$ cat config.mk
export PLATFORM = sky130hd
export DESIGN_NAME = spi_bus_arb
export DESIGN_NICKNAME = d
export VERILOG_FILES = /design/src/rtl/spi_bus_arb_pkg.sv /design/src/rtl/spi_bus_arb_rr_pick.sv /design/src/rtl/spi_bus_arb.sv
export SDC_FILE = /design/constraint.sdc
export NUM_CORES = 1
export LEC_CHECK = 0
export CORE_MARGIN = 1.5
export CORE_UTILIZATION = 41
export CTS_CLUSTER_DIAMETER = 150
export DETAILED_ROUTE_END_ITERATION = 10
export GPL_TIMING_DRIVEN = 1
export PLACE_DENSITY = 0.78
export SETUP_SLACK_MARGIN = 0.02
export SYNTH_ARGS = -nofsm -noshare
export SYNTH_HDL_FRONTEND = slang
export SYNTH_SLANG_ARGS = --single-unit
$ cat constraint.sdc
create_clock -name clk -period 2.1 [get_ports clk]
set_input_delay 0.42 -clock clk [delete_from_list [all_inputs] [get_ports clk]]
set_output_delay 0.42 -clock clk [all_outputs]
set_load 0.01 [all_outputs]
$ cat src/rtl/spi_bus_arb_pkg.sv
// Shared types for the register-bus arbiter: sequencer states, grant width, pointer wrap helper.
package spi_bus_arb_pkg;

  localparam int unsigned GRANT_W = 3;

  // ST_DRAIN is only reachable when SPI_BUS_ARB_TIMEOUT_EN is defined.
  typedef enum logic [1:0] {
    ST_IDLE  = 2'd0,
    ST_ADDR  = 2'd1,
    ST_DATA  = 2'd2,
    ST_DRAIN = 2'd3
  } state_t;

  function automatic logic [GRANT_W-1:0] wrap_inc(input logic [GRANT_W-1:0] v,
                                                  input int unsigned n);
    int unsigned t;
    t = 32'(v);
    t = (t + 1) % n;
    return t[GRANT_W-1:0];
  endfunction

endpackage

$ cat src/rtl/spi_bus_arb_rr_pick.sv
// Combinational round-robin picker: first requesting index at or after ptr, wrapping mod N_SRC.
module rr_pick
  import spi_bus_arb_pkg::*;
#(
  parameter int unsigned N_SRC = 2
) (
  input  logic [N_SRC-1:0]   req,
  input  logic [GRANT_W-1:0] ptr,
  output logic               valid,
  output logic [GRANT_W-1:0] idx
);

  logic               hi_valid;
  logic               lo_valid;
  logic [GRANT_W-1:0] hi_idx;
  logic [GRANT_W-1:0] lo_idx;
  int unsigned        ptr_i;

  // Two ascending scans: indices at/after ptr take priority over the wrapped ones below it.
  always_comb begin
    hi_valid = 1'b0;
    lo_valid = 1'b0;
    hi_idx   = '0;
    lo_idx   = '0;
    ptr_i    = 32'(ptr);
    for (int unsigned i = 0; i < N_SRC; i++) begin
      if (req[i]) begin
        if (i >= ptr_i) begin
          if (!hi_valid) begin
            hi_valid = 1'b1;
            hi_idx   = i[GRANT_W-1:0];
          end
        end else if (!lo_valid) begin
          lo_valid = 1'b1;
          lo_idx   = i[GRANT_W-1:0];
        end
      end
    end
    valid = hi_valid | lo_valid;
    idx   = hi_valid ? hi_idx : lo_idx;
  end

endmodule

$ cat src/rtl/spi_bus_arb.sv
// Frame-atomic round-robin arbiter/sequencer for the byte-wide register bus.
// Optional mid-frame idle timeout with drain: define SPI_BUS_ARB_TIMEOUT_EN.
module spi_bus_arb
  import spi_bus_arb_pkg::*;
#(
  parameter int unsigned N_SRC   = 2,
  parameter int unsigned TIMEOUT = 1024
) (
  input  logic               clk,
  input  logic               rst,
  input  logic [N_SRC-1:0]   s_valid,
  output logic [N_SRC-1:0]   s_ready,
  input  logic [8*N_SRC-1:0] s_data,
  input  logic [N_SRC-1:0]   s_last,
  output logic [7:0]         bus_addr,
  output logic [7:0]         bus_data,
  output logic               bus_first,
  output logic               bus_strobe,
  output logic [GRANT_W-1:0] grant,
  output logic               busy,
  output logic               aborted
);

  if (N_SRC == 0 || N_SRC > 8 || TIMEOUT == 0) begin : g_param_check
    $error("spi_bus_arb: N_SRC must be 1..8 and TIMEOUT at least 1");
  end

  state_t             state;
  state_t             state_nx;
  logic [GRANT_W-1:0] ptr;
  logic [GRANT_W-1:0] pick_idx;
  logic               pick_valid;
  logic               accept;
  logic               acc_last;
  logic [7:0]         sel_byte;
  logic               first_pend;
  logic               timeout_hit;
  logic               frame_end;

  rr_pick #(.N_SRC(N_SRC)) u_pick (
    .req   (s_valid),
    .ptr   (ptr),
    .valid (pick_valid),
    .idx   (pick_idx)
  );

  // Only the granted bit of s_ready can be set, so this collapses to the granted lane.
  always_comb begin
    accept   = 1'b0;
    acc_last = 1'b0;
    sel_byte = '0;
    for (int unsigned i = 0; i < N_SRC; i++) begin
      if (s_ready[i]) begin
        accept   = s_valid[i];
        acc_last = s_valid[i] & s_last[i];
        sel_byte = s_data[8*i +: 8];
      end
    end
  end

`ifdef SPI_BUS_ARB_TIMEOUT_EN
  localparam int unsigned CNT_W = $clog2(TIMEOUT + 1);

  logic [CNT_W-1:0] to_cnt;
  logic             stalling;

  assign stalling    = ((state == ST_ADDR) || (state == ST_DATA)) && !accept;
  assign timeout_hit = stalling && (to_cnt == CNT_W'(TIMEOUT - 1));

  always_ff @(posedge clk or posedge rst) begin
    if (rst)           to_cnt <= '0;
    else if (stalling) to_cnt <= to_cnt + CNT_W'(1);
    else               to_cnt <= '0;
  end
`else
  assign timeout_hit = 1'b0;
`endif

  always_ff @(posedge clk or posedge rst) begin
    if (rst) state <= ST_IDLE;
    else     state <= state_nx;
  end

  always_comb begin
    state_nx = state;
    case (state)
      ST_IDLE:  if (pick_valid) state_nx = ST_ADDR;
      ST_ADDR: begin
        if (accept)           state_nx = acc_last ? ST_IDLE : ST_DATA;
        else if (timeout_hit) state_nx = ST_DRAIN;
      end
      ST_DATA: begin
        if (accept && acc_last) state_nx = ST_IDLE;
        else if (timeout_hit)   state_nx = ST_DRAIN;
      end
      ST_DRAIN: if (accept && acc_last) state_nx = ST_IDLE;
      default:  state_nx = ST_IDLE;
    endcase
  end

  always_comb begin
    s_ready = '0;
    busy    = (state != ST_IDLE);
    if (state != ST_IDLE) begin
      for (int unsigned i = 0; i < N_SRC; i++) begin
        s_ready[i] = (grant == i[GRANT_W-1:0]);
      end
    end
  end

  assign frame_end = (state != ST_IDLE) && (state_nx == ST_IDLE);

  always_ff @(posedge clk or posedge rst) begin
    if (rst) begin
      grant      <= '0;
      ptr        <= '0;
      bus_addr   <= '0;
      bus_data   <= '0;
      bus_first  <= 1'b0;
      bus_strobe <= 1'b0;
      first_pend <= 1'b0;
      aborted    <= 1'b0;
    end else begin
      bus_strobe <= 1'b0;
      aborted    <= timeout_hit;
      if ((state == ST_IDLE) && pick_valid) grant <= pick_idx;
      if (frame_end) ptr <= wrap_inc(grant, N_SRC);
      if ((state == ST_ADDR) && accept) begin
        bus_addr   <= sel_byte;
        first_pend <= 1'b1;
      end
      if ((state == ST_DATA) && accept) begin
        bus_data   <= sel_byte;
        bus_strobe <= 1'b1;
        bus_first  <= first_pend;
        first_pend <= 1'b0;
      end
    end
  end

endmodule

Yosys cells after proc, flatten, opt, wreduce, memory -nomap -nowiden --
Index checks and enable logic that the tools add are counted.
Storage, ports and cells: flip-flop bits (word level) 25, output and inout bits 25, logic and storage cells 59
Cells by class: $lt $le $gt $ge 2, reductions and logical operators 11, muxes and demuxes 30, bitwise logic cells 3, add/sub/neg operators 1, equality and inequality tests 4
Operator list (number):
- $mux 1 | 17
- $mux 8 | 2
- $mux 3 | 5
- $mux 2 | 5
- $pmux 2 s3 | 1
- $logic_and 1x1->1 | 5
- $eq 2x2->1 const B | 2
- $logic_not 2->1 | 2
- $reduce_bool 2->1 | 2
- $eq 3x1->1 const B | 1
- $logic_not 3->1 | 1
- $and 1x1->1 | 2
- $eq 2x1->1 const B | 1
- $ge 1x1->1 const A | 2
- $reduce_or 2->1 | 1
- $add 1x1->1 const B | 1
- $or 1x1->1 | 1

Longest topological paths before layout --
Gate-level depths: netlist of run 1.
depth in word-level cells 10, mapped depth 5, mapped depth without buffers 3

Hierarchy --
From an unflattened synthesis of run 1, not the netlist that was laid out.
Second synthesis, totals: cells, all modules 92, area total of the unflattened synthesis 1206.2 um^2
Modules (own cells, without submodules):
- spi_bus_arb | area an instance 1164.9 um^2, cells each 86, instances 1
- rr_pick | area an instance 41.3 um^2, cells each 6, instances 1

Worst setup path before layout of run 1 --
No wires, ideal clock.
path kind register -> register, start register grant[0], end register bus_addr[0], setup time 0.125 ns, period minus slack after synthesis 1.581 ns, cell stages (with the launch flop) 5, required time 1.975 ns, arrival time 1.457 ns, path buffers 1, slack 0.519 ns, cells stage by stage dfrtp_1 > buf_6 > mux2i_4 > nor3b_4 > mux2_2
Between the ends: cells in the longest elaborated chain, start to end 5, elaborated cells between the ends (all ways) 8, classes of those cells eq/ne: 1; mux: 5; reduce/logical: 2
RTL lines:
- start: declaration | line spi_bus_arb.sv:19 | output logic [GRANT_W-1:0] grant,
- start signal: assignment | line spi_bus_arb.sv:126 | if ((state == ST_IDLE) && pick_valid) grant <= pick_idx;
- $logic_not 3->1 | line spi_bus_arb.sv:106 | s_ready[i] = (grant == i[GRANT_W-1:0]);
- $mux 2 (*) | line spi_bus_arb.sv:104 | if (state != ST_IDLE) begin
- $mux 1 (2 in series) | line spi_bus_arb.sv:53 | if (s_ready[i]) begin
- $logic_and 1x1->1 | line spi_bus_arb.sv:128 | if ((state == ST_ADDR) && accept) begin
- end signal: assignment | line spi_bus_arb.sv:129 | bus_addr <= sel_byte;
- end: declaration | line spi_bus_arb.sv:15 | output logic [7:0] bus_addr,
Mark *: on every way between the ends. The rest lies on a longest branch, timed or not. A chain may end at the register's enable or synchronous reset.

Final worst setup path of run 1 --
start register grant[0], end output s_ready[1]
Between the ends: cells in the longest elaborated chain, start to end 2
RTL lines:
- $eq 3x1->1 | line spi_bus_arb.sv:106
- $mux 2 | line spi_bus_arb.sv:104
- end: declaration | line spi_bus_arb.sv:12 | output logic [N_SRC-1:0] s_ready,
No other way between the ends.

==> results of run 1 <==
-- state kept, by name, indices dropped and copies added (netlist names) --
signal and cells:
bus_addr 8, bus_data 8, state 2, bus_first 1, bus_strobe 1, first_pend 1
grant 1, ptr 1
-- metal layers --
layer	up-vias	global-route usage, %	part of all wire [%]	wire length, µm
met4	0	11.7	2.7	66
met3	6	4.10	6.1	148
li1	399	-	-	-
met1	390	24.3	42	1020
met5	-	0	0	0
met2	31	27.6	49	1190
-- power groups by stage --
stage / Sequential, mW / Clock (mW) / Combinational, mW
floorplan: 0.866 / 0 / 0.630
global placement: 0.837 / 0 / 1.23
detailed placement: 0.848 / 0 / 1.26
CTS: 0.845 / 0.211 / 1.27
global route: 0.882 / 0.226 / 1.36
finish: 0.851 / 0.202 / 1.26
-- kinds of logic after synthesis --
| logic type | Yosys count | synth area share [%] |
|---|---|---|
| muxes | 26 | 26.7 |
| buffers and inverters | 10 | 5.69 |
| AOI/OAI and AO/OA | 8 | 5.58 |
| DFF | 23 | 52.3 |
| other | 1 | 0.341 |
| and+or+nand+nor | 19 | 9.33 |
-- per-stage QoR --
step / utilization, % / instance area, µm² / cells / worst slack (ps)
after global routing: 64.9 / 1620 / 167 / 38.4
after detailed placement: 63.4 / 1580 / 163 / 93.3
final: 64.9 / 1620 / 167 / 112
after floorplan: - / 1110 / 89 / 519
after global placement: 63.4 / 1580 / 163 / 134
after CTS: 64.6 / 1610 / 167 / 34.4
-- cell type report --
class                   instances  area (µm²)  share of cell area (%)
clock buffers                   4        26.3                    1.62
inverters                       3        11.3                   0.694
multi-input cells              56         477                    29.4
flip-flops and latches         23         579                    35.7
well taps                      30        37.5                    2.31
repair buffers                 51         490                    30.2
-- critical path, stage by stage (launching register included) --
cell	delay (ps)
dfrtp_2	540
nor2b_1	180
clkdlybuf4s50_1	540
-- Yosys cell counts (all sizes together) --
cell type | n | area, µm²
conb | 1 | 3.75
o2111ai | 1 | 8.76
o21ba | 1 | 10.0
nor2 | 10 | 37.5
o31ai | 1 | 7.51
mux2i | 9 | 103
nor3 | 2 | 10.0
o21bai | 1 | 7.51
dfrtp | 23 | 576
a31oi | 1 | 6.26
o32ai | 1 | 8.76
nand2 | 3 | 11.3
mux2 | 17 | 191
a21oi | 1 | 5.00
buf | 7 | 51.3
nor2b | 2 | 12.5
inv | 3 | 11.3
o21a | 1 | 7.51
nor3b | 2 | 31.3
-- final timing paths --
path	startpoint	to	slack, ps	cells past startpoint
worst max-delay path	grant[0]	s_ready[1]	110	2
worst min-delay path	rst	bus_data[1]	430	3
worst max register to register	grant[0]	bus_data[1]	450	4
worst min register to register	ptr[0]	ptr[0]	520	1
max in group asynchronous	rst	state[1]	1430	3
min in group clk	ptr[0]	ptr[0]	520	1
-- timing repair --
item	4_1_cts	5_1_grt
resized for setup	2	3
endpoints found under the setup margin	3	3
hold endpoints to repair	0	0
==> flow_metrics.tcl, run 1 <==
set metrics [dict create \
    run_status "finished clean" \
    cts.root.buffer_cell "clkbuf_4" \
    floorplan.die_area_mm2 0.00300 \
    cts.hold.buffers_added 0 \
    layout-drive-gt1-share_pct 26.3 \
    route.detailed.vias_per_inst 4.95 \
    layout.cells.most_common "clkdlybuf4s50_1" \
    tritoncts "done" \
    netlist_area_before_placement_mm2 0.00110 \
    antenna_cells_inserted 0 \
    place_congestion 0.791 \
    synth.distinct_cells 23 \
    maximum_number_of_pins_on_one_net_before_global_route_repair 24 \
    setup.worst_path.start_class "flop" \
    switching_power_as_a_share_of_total_power_pct 34.8 \
    worst_ir_drop_vdd_mv 0.923 \
    finalWirelength_um 2430 \
    placement.io_buffers 43 \
    p_seq_share_pct 36.8 \
    static-leakage-power_nw 0.708 \
    cap_viol_max_count 0 \
    drc 0 \
    routed-via-count 826 \
    clkPwrFrac_pct 8.7 \
    comb_power_share_pct 54.5 \
    arrival_ps 1570 \
    postSynthCellCount 87 \
    postSynthRegisterBits 23 \
    timing_hold_violations_final 0 \
    final_max_slew_viol_count 0 \
    gr-usage-all-layers_pct 18.6 \
    clock_latency_at_the_later_pin_of_the_worst_skew_pair_ps 310 \
    p_sw_mw 0.806 \
    clkSlewWorstSetupHoldPaths_ps 120 \
    critPathCaptureType "output port" \
    syn_to_final_growth_pct 47.4 \
    min_period_ps 1990 \
    holdWs_ps 433 \
    dr.pass1.iters 4 \
    worst_clock_skew_ps 4.01 \
    numClockSinks 23 \
    post-layout-total-power_mw 2.31 \
    post-route-period-util_pct 94.7 \
    start_util_pct 44.0 \
    h-tree-depth 1 \
    area_of_the_placeable_core_mm2 0.00250 \
    pwr_density_cell_mw_per_mm2 1430 \
    finalSetupViolations 0 \
    timing_worst_setup_path_type "reg2out" \
    boundaryPins 47 \
    fmax_ghz 0.503 \
    die_x_um 54.8 \
    yosys_warnings 0 \
    antenna_found_initial 0 \
    rsz0062_at_grt "false" \
    avgSynthCellArea_um2 12.6 \
    final_cell_mix "43 x clkdlybuf4s50_1, 20 x dfrtp_1, 17 x mux2_2, 9 x nor2_1" \
    drt_first_iter_violations 4 \
    power.internal_mw 1.51 \
    globalRoute.totalOverflow 0 \
    dieHeight_um 54.8 \
    dp.final_hpwl_um 1850 \
    synth_sequential_area_ratio_pct 52.3 \
    layout.filler_cells 191 \
    avgRoutedWirePerCell_um 14.5 \
    holdCritPathClass "in2async" \
    vias_in_the_first_global_route 779 \
    grt_pass1_wl_um 3780 \
    numCtsBuffers 3 \
    cts_post_setup_buffers_inserted 0 \
    finalNetCount 160 \
    clk_buf_depth 2 \
    crit_path_max_fanout 9 \
    floorplan.rows 18 \
    finalSetupTns_ps 0 \
    final_antenna_net_count 0 \
    critical_path_required_ps 1680 \
]
Note: power is estimated with default switching activity, not from simulation.
==> run 2, diff against run 1 <==
Settings changed: CORE_UTILIZATION 41 to 40, PLACE_DENSITY 0.78 to 0.76.
==> run 2 against run 1 <==
  * Worst hold slack got worse by 180 ps
  * Routed wire length fell by 1.7%
  * Via count rose by 1.3%
==> flow_metrics.tcl, run 2 (same netlist as run 1, synthesis figures left out) <==
set metrics [dict create \
    run_status "finished clean" \
    place_congestion 0.730 \
    cts_post_setup_buffers_inserted 0 \
    slowest_stage "clkdlybuf4s50_1" \
    drt_first_iter_violations 8 \
    arrival_ps 1550 \
    biggestRegsByFlops "bus_addr (8), bus_data (8), state (2)" \
    critical_path_required_ps 1680 \
    floorplan.die_area_mm2 0.00307 \
    post-route-period-util_pct 94.0 \
    floorplan.rows 18 \
    antenna_found_initial 0 \
    avgRoutedWirePerCell_um 14.2 \
    path_cells "nor2_2 -> nor2b_1 -> clkdlybuf4s50_1" \
    layout.cells.most_common "clkdlybuf4s50_1" \
    layout.area.seq_um2 578 \
    multiInputGateArea_um2 472 \
    dieHeight_um 55.4 \
    maximum_number_of_pins_on_one_net_before_global_route_repair 22 \
    finalSetupTns_ps 0 \
    final_cell_mix "43 x clkdlybuf4s50_1, 21 x dfrtp_1, 17 x mux2_2, 9 x nor2_1, 9 x buf_4" \
    min_period_ps 1970 \
    number_of_resized_instances_in_the_post_cts_repair_step 1 \
    final_antenna_net_count 0 \
    critPathCaptureType "output port" \
    pre_cts_slack_ps 122 \
    crit_path_max_fanout 7 \
    clk_buf_depth 2 \
    worst_slack_ps 126 \
    cap_viol_max_count 0 \
    vias_in_the_first_global_route 879 \
    area_of_the_placeable_core_mm2 0.00254 \
    final_area_mm2 0.00162 \
    holdCritPathClass "in2async" \
    dp.final_hpwl_um 1860 \
    globalRoute.totalOverflow 0 \
    tritoncts "done" \
    drc 0 \
    setup.worst_path.start_class "flop" \
    dr.pass1.iters 4 \
    routed-via-count 837 \
    fmax_ghz 0.507 \
    cts.root.buffer_cell "clkbuf_4" \
    timing_worst_setup_path_type "reg2out" \
    clkSlewWorstSetupHoldPaths_ps 140 \
    numCtsBuffers 3 \
    cts.hold.buffers_added 0 \
    worst_ir_drop_vdd_mv 1.15 \
    h-tree-depth 1 \
    boundaryPins 47 \
    pwr_density_cell_mw_per_mm2 1430 \
    grt_pass1_wl_um 4080 \
    die_x_um 55.4 \
    start_util_pct 43.2 \
    max_stage_delay_on_crit_path_ps 540 \
    finalWirelength_um 2390 \
    worst_clock_skew_ps 14.8 \
    finish.utilization_pct 63.8 \
    static-leakage-power_nw 0.716 \
    clock_latency_at_the_later_pin_of_the_worst_skew_pair_ps 310 \
    timing_hold_violations_final 0 \
    layout.filler_cells 205 \
    syn_to_final_growth_pct 47.7 \
    placement.io_buffers 43 \
    finalNetCount 161 \
    numClockSinks 23 \
    route.detailed.vias_per_inst 4.98 \
    finalSetupViolations 0 \
    final_max_slew_viol_count 0 \
    rsz0062_at_grt "false" \
    placed_cell_area_mm2 0.00159 \
    layout-drive-gt1-share_pct 26.8 \
    antenna_cells_inserted 0 \
    gr-usage-all-layers_pct 16.9 \
]
-- run 2: power breakdown --
| part | switching [mW] | internal [mW] | total (mW) |
|---|---|---|---|
| registers | 0.176 | 0.660 | 0.836 |
| logic | 0.499 | 0.781 | 1.28 |
| clock network | 0.134 | 0.0711 | 0.205 |
| total | 0.809 | 1.51 | 2.32 |
-- run 2: cell type report --
class / instances / share of cell area [%]
clock inverters: 1 / 0.308
multi-input cells: 56 / 29.0
clock buffers: 3 / 1.39
well taps: 30 / 2.31
inverters: 3 / 0.693
repair buffers: 52 / 30.7
flip-flops and latches: 23 / 35.6
-- run 2: critical path: cells and delay by family, from the launching register on --
kind	cells	cell delay, ps
buffers and inverters	1	540
flip-flops	1	490
AND/OR/NAND/NOR	2	220
-- run 2: worst paths after layout --
check                              start  cells past startpoint           to  slack [ps]
worst max-delay path            state[0]                      3   s_ready[1]         130
min in group clk                  ptr[0]                      1       ptr[0]         510
worst max register to register  grant[0]                      4  bus_data[3]         510
worst min-delay path                 rst                      2  bus_addr[7]         250
max in group asynchronous            rst                      3     grant[0]        1350
worst min register to register    ptr[0]                      1       ptr[0]         510
-- run 2: per-stage QoR --
step | std cells | hold WS, ps | power, mW
after global routing | 168 | 268 | 2.48
after global placement | 164 | 476 | 2.09
after CTS | 168 | 249 | 2.34
after detailed placement | 164 | 483 | 2.12
after floorplan | 89 | 422 | 1.50
final | 168 | 252 | 2.32
-- run 2: layer usage --
metal	GRT usage, %	vias to the layer above	wire, µm
li1	-	399	-
met3	5.39	2	195
met2	27.0	40	1150
met5	0	-	0
met4	5.23	0	7
met1	21.9	396	1030
